===== src/rtl/func_sweep_ctrl.sv =====
// Exhaustive sweep sequencer for a combinational W-in/OW-out function unit, checked against a golden copy.
// Optional build macro FUNC_SWEEP_MISR_EN adds a 16-bit MISR signature output 'sig'.
module func_sweep_ctrl #(
  parameter int W             = 4,
  parameter int OW            = 4,
  parameter int SETTLE_CYCLES = 2
) (
  input  logic          clk,
  input  logic          rst_n,
  input  logic          start,
  input  logic          abort,
  output logic [W-1:0]  x_out,
  input  logic [OW-1:0] y_dut,
  input  logic [OW-1:0] y_gold,
  output logic          busy,
  output logic          done,
  output logic          pass,
  output logic [W:0]    err_cnt,
  output logic [W-1:0]  first_err_idx,
  output logic          first_err_valid
`ifdef FUNC_SWEEP_MISR_EN
  ,
  output logic [15:0]   sig
`endif
);

  localparam logic [W-1:0] LAST_IDX    = {W{1'b1}};
  localparam logic [3:0]   SETTLE_LAST = 4'(SETTLE_CYCLES - 1);

  typedef enum logic [2:0] {
    S_IDLE   = 3'd0,
    S_DRIVE  = 3'd1,
    S_WAIT   = 3'd2,
    S_SAMPLE = 3'd3,
    S_DONE   = 3'd4
  } state_t;

  state_t         state_q, state_d;
  logic [W-1:0]   idx_q, idx_d;
  logic [3:0]     cnt_q, cnt_d;
  logic [W-1:0]   x_q, x_d;
  logic [W:0]     err_q, err_d;
  logic [W-1:0]   fidx_q, fidx_d;
  logic           fval_q, fval_d;
  logic           pass_q, pass_d;
  logic           busy_q, busy_d;
  logic           done_q, done_d;
  logic           mismatch_s;

`ifdef FUNC_SWEEP_MISR_EN
  logic [15:0]    sig_q, sig_d;

  // Galois shift for x^16+x^14+x^13+x^11+1, then fold the observed output into the low bits.
  function automatic logic [15:0] misr_step(input logic [15:0] s, input logic [OW-1:0] d);
    logic [15:0] n;
    n = {s[14:0], 1'b0} ^ (s[15] ? 16'h6801 : 16'h0000);
    n[OW-1:0] = n[OW-1:0] ^ d;
    return n;
  endfunction

  assign sig = sig_q;
`endif

  assign mismatch_s      = (y_dut != y_gold);
  assign x_out           = x_q;
  assign busy            = busy_q;
  assign done            = done_q;
  assign pass            = pass_q;
  assign err_cnt         = err_q;
  assign first_err_idx   = fidx_q;
  assign first_err_valid = fval_q;

  always_ff @(posedge clk or negedge rst_n) begin
    if (!rst_n) begin
      state_q <= S_IDLE;
      idx_q   <= '0;
      cnt_q   <= 4'd0;
      x_q     <= '0;
      err_q   <= '0;
      fidx_q  <= '0;
      fval_q  <= 1'b0;
      pass_q  <= 1'b0;
      busy_q  <= 1'b0;
      done_q  <= 1'b0;
`ifdef FUNC_SWEEP_MISR_EN
      sig_q   <= 16'h0000;
`endif
    end else begin
      state_q <= state_d;
      idx_q   <= idx_d;
      cnt_q   <= cnt_d;
      x_q     <= x_d;
      err_q   <= err_d;
      fidx_q  <= fidx_d;
      fval_q  <= fval_d;
      pass_q  <= pass_d;
      busy_q  <= busy_d;
      done_q  <= done_d;
`ifdef FUNC_SWEEP_MISR_EN
      sig_q   <= sig_d;
`endif
    end
  end

  // x_out is loaded on the edge entering DRIVE so it is stable for the whole vector slot.
  always_comb begin
    state_d = state_q;
    idx_d   = idx_q;
    cnt_d   = cnt_q;
    x_d     = x_q;
    err_d   = err_q;
    fidx_d  = fidx_q;
    fval_d  = fval_q;
    pass_d  = pass_q;
`ifdef FUNC_SWEEP_MISR_EN
    sig_d   = sig_q;
`endif
    case (state_q)
      S_IDLE: begin
        x_d = '0;
        if (start && !abort) begin
          idx_d   = '0;
          err_d   = '0;
          fidx_d  = '0;
          fval_d  = 1'b0;
          pass_d  = 1'b0;
          state_d = S_DRIVE;
`ifdef FUNC_SWEEP_MISR_EN
          sig_d   = 16'hFFFF;
`endif
        end else begin
          state_d = S_IDLE;
        end
      end
      S_DRIVE: begin
        cnt_d = 4'd0;
        if (abort) begin
          x_d     = '0;
          state_d = S_IDLE;
        end else begin
          state_d = S_WAIT;
        end
      end
      S_WAIT: begin
        if (abort) begin
          x_d     = '0;
          state_d = S_IDLE;
        end else if (cnt_q == SETTLE_LAST) begin
          state_d = S_SAMPLE;
        end else begin
          cnt_d = cnt_q + 4'd1;
        end
      end
      S_SAMPLE: begin
        // Result of this vector is recorded even when abort arrives in the same cycle.
        if (mismatch_s) begin
          err_d = err_q + {{W{1'b0}}, 1'b1};
          if (!fval_q) begin
            fidx_d = idx_q;
            fval_d = 1'b1;
          end else begin
            fval_d = 1'b1;
          end
        end else begin
          err_d = err_q;
        end
`ifdef FUNC_SWEEP_MISR_EN
        sig_d = misr_step(sig_q, y_dut);
`endif
        if (abort) begin
          x_d     = '0;
          state_d = S_IDLE;
        end else if (idx_q == LAST_IDX) begin
          state_d = S_DONE;
        end else begin
          idx_d   = idx_q + {{(W-1){1'b0}}, 1'b1};
          x_d     = idx_q + {{(W-1){1'b0}}, 1'b1};
          state_d = S_DRIVE;
        end
      end
      S_DONE: begin
        pass_d  = (err_q == '0);
        x_d     = '0;
        state_d = S_IDLE;
      end
      default: begin
        x_d     = '0;
        state_d = S_IDLE;
      end
    endcase
    busy_d = (state_d == S_DRIVE) || (state_d == S_WAIT) || (state_d == S_SAMPLE);
    done_d = (state_d == S_DONE);
  end

endmodule


===== config.mk =====
export PLATFORM = sky130hd
export DESIGN_NAME = func_sweep_ctrl
export DESIGN_NICKNAME = d
export VERILOG_FILES = /design/src/rtl/func_sweep_ctrl.sv
export SDC_FILE = /design/constraint.sdc
export NUM_CORES = 1
export LEC_CHECK = 0
export CORE_MARGIN = 2
export CORE_UTILIZATION = 50
export DETAILED_ROUTE_END_ITERATION = 7
export PLACE_DENSITY = 0.81
export SETUP_SLACK_MARGIN = 0.4
export SLEW_MARGIN = 20
export SYNTH_ARGS = -nofsm -noshare
export SYNTH_HDL_FRONTEND = slang
export SYNTH_SLANG_ARGS = --single-unit

===== constraint.sdc =====
create_clock -name clk -period 4.55 [get_ports clk]
set_clock_uncertainty 0.1 [all_clocks]
set_input_delay 0.91 -clock clk [delete_from_list [all_inputs] [get_ports clk]]
set_output_delay 0.91 -clock clk [all_outputs]
set_load 0.02 [all_outputs]

==> metrics.md <==
| Metric | Value |
|---|---|
| Setup crit start kind | input pin |
| # clock sinks | 28 |
| EDFF count, synth | 0 |
| Initial drt markers | between 40 and 50 |
| PortBufs | 28 |
| CTS tree | yes |
| Worst min-delay path class | reg2reg |
| Core area | 2805 sq um |
| Failing checks | DRC |
| Total Nets Final | 196 |
| Yosys synthesis warning count | 0 |
| Critical path, cell by cell | clkdlybuf4s50_1 -> or4b_4 -> or2_0 -> a211oi_2 -> a21o_1 |
| Die W | around 59 um |
| Setup crit end kind | flip-flop |
| FMAX | ~380 MHz |
| Final setup fails | 0 |
| Cell family with most CP delay | simple AND/OR/NAND/NOR gates |
| Area Overhead vs Synth | 20.97% |
| Worst Tran Pin Value | 0.5634 ns |
| Post-CTS Setup Repair Bufs | 0 |
| Syn Nets | 168 |
| Post-DP HPWL | around 2200 um |
| Placed cell areas | 1794 sq um |
| Die area | ~3400 sq um |
| Final Max Slew Viols | 0 |
| Worst path required time | 4.72 ns |
| Power Dens Cells | around 230 nW/um^2 |
| Inserted Diodes | 0 |
| Leak | roughly 0.85 nW |
| Most frequent cells in the layout | 28 x dfrtp_1, 27 x clkdlybuf4s50_1, 17 x nand2_1, 15 x nor2_1, 9 x inv_1 |
| Crit Path Category | in2reg |
| CP peak stage delay | roughly 0.60 ns |
| Final Hold Viols | 0 |
| Effective utilization at floorplan | a little over half |
| Final wirelength | between 2000 and 3000 um |
| Most common cell after layout, fill and taps aside | dfrtp_1 |
| Final Cell Area | 1812 sq um |
| Post-synth ARST share | 100.0% |
| Netlist cell types | 40 |
| Max IR drop VDD | between 0.1 and 0.15 mV |
| Initial antenna violation count | 0 |
| Number of buffer and inverter stages on the critical path | 1 |
| Setup WS post-layout | between 1.5 and 2 ns |
| Max-cap violations | 0 |
| Clk Latency, worst-skew pair | ~0.32 ns |
| Via count | approximately 1200 |
| CTS root buffer | clkbuf_4 |
| Minimum clock period | between 2 and 3 ns |
| Synth Cell Area | about 1500 sq um |
| Worst slack, placed | ~1.6 ns |
| Vias in the first global route | 1123 |
| Syn Inst Count | 151 |
| PnR Total Power | ~0.42 mW |
| CTS Buffer Depth | 2 |
| First-pass GRT wire length | ~5100 um |
| WL/cell | 14.31 um |
| Post-synthesis sequential area ratio | 46.78% |
| Worst path slowest cell | or4b_4 |
| Slew headroom | between 60% and 70% |
| Top FF cell, synth | dfrtp_1 |
| CP arrival | between 2 and 3 ns |
| Post-CTS sizing | 0 |
| RD Place Congestion | 0.8075 |
| Routed Antenna Nets | 0 |
| Global-route usage over all layers | 19.04% |
| Num rows | 19 |
| Setup TNS | 0 ns |
| Synth Area per Inst | between 9 and 10 sq um |
| Io pins | 29 |
| Hold buffers post-CTS | 0 |
| Post-DR vias/cell | between 5 and 6 |
| CTS H-Tree Depth | 1 |
| Share of layout cells above drive strength 1 | ~6.2% |
| Die height | around 59 um |
| Initial DRT Pass Iterations | 6 |
| GR Overflow Total | 0 |
| DRC Markers | 4 |
| RSZ-0062 raised after global routing | no |
| Largest net degree at the start of global routing | 27 |
| Number of buffers created by CTS | 3 |
| Clock-pin slew on the worst setup and hold paths | 0.14 ns |
| Final period util | 57.61% |
| Worst-path maximum fanout | 8 |
| FF+latch count, synth | 28 |
| Status | complete, but fails checks |
==> path summary, 6_finish.rpt <==
check / end / cells past startpoint / start / slack (ns)
min in group asynchronous: err_cnt[4] / 1 / rst_n / 0.46
max in group asynchronous: x_out[1] / 2 / rst_n / 3.42
min reg2reg: x_out[2] / 1 / x_out[2] / 0.41
max: idx_q[3] / 5 / abort / 1.93
max reg2reg: idx_q[3] / 4 / state_q[0] / 2.41
min: x_out[2] / 1 / x_out[2] / 0.41
==> area by class of cell <==
cell class,instances,area [sq um]
fillers,217,993.5
inverters,9,33.78
clock buffers,3,22.52
multi-input cells,108,733.2
repair buffers,29,282.8
well taps,31,38.79
flip-flops and latches,28,700.7
==> report_power, final <==
group / switching, mW / total (mW) / internal [mW]
logic: 0.0270 / 0.0545 / 0.0275
registers: 0.00948 / 0.264 / 0.254
clock network: 0.0672 / 0.0983 / 0.0311
total: 0.104 / 0.416 / 0.313
==> state kept, by name, summed over array words and instances, names as in the netlist <==
register,count
first_err_valid,1
busy,1
err_cnt,5
cnt_q,4
first_err_idx,4
done,1
state_q,3
pass,1
x_out,4
idx_q,4
==> cells by family after synthesis <==
group / Yosys count / share of synthesized area, %
fa+ha+maj: 5 / 4.177
xor+xnor: 9 / 5.263
flops: 28 / 46.78
buf+inv: 15 / 4.261
mux: 9 / 6.182
compound gates: 31 / 15.37
simple gates: 54 / 17.96
==> worst register-to-register path: stages (launching register included) <==
cell and delay, ns:
dfrtp_1 0.57, or4b_4 0.62, or2_0 0.36, a211oi_2 0.32, a21o_1 0.12
==> Yosys cell counts, drive strengths merged, types with 2 or more instances <==
| library cell | number | area [sq um] |
|---|---|---|
| mux2i | 7 | 70.07 |
| o2bb2ai | 2 | 17.52 |
| a22o | 3 | 26.28 |
| o22ai | 2 | 12.51 |
| or2 | 2 | 12.52 |
| clkbuf | 5 | 18.77 |
| nand2b | 3 | 18.77 |
| nand3 | 5 | 25.02 |
| a21oi | 2 | 10.01 |
| o21ai | 6 | 30.03 |
| dfrtp | 28 | 700.7 |
| inv | 9 | 33.78 |
| a21o | 8 | 61.31 |
| xnor2 | 5 | 43.79 |
| nor2 | 15 | 56.30 |
| nor3 | 2 | 10.01 |
| nor2b | 2 | 12.51 |
| xor2 | 4 | 35.03 |
| mux2 | 2 | 22.52 |
| nand2 | 17 | 63.81 |
| ha | 5 | 62.56 |
==> per-layer routing <==
layer	part of all wire [%]	routed length [um]	vias up	track usage (%)
met2	48	1441	45	31.90
met5	0	0	-	0
li1	-	-	577	-
met3	7.2	213	3	2.418
met4	0.87	26	0	5.844
met1	44	1295	560	25.82
==> stage by stage <==
step                cells  hold slack, ns  util, %
floorplan             151          0.3877        -
global placement      205          0.3683    63.96
detailed placement    205          0.3731    63.96
CTS                   208          0.4091    64.76
global route          208          0.4296    64.59
finish                208          0.4057    64.59
(Power assumes the default switching activity.)
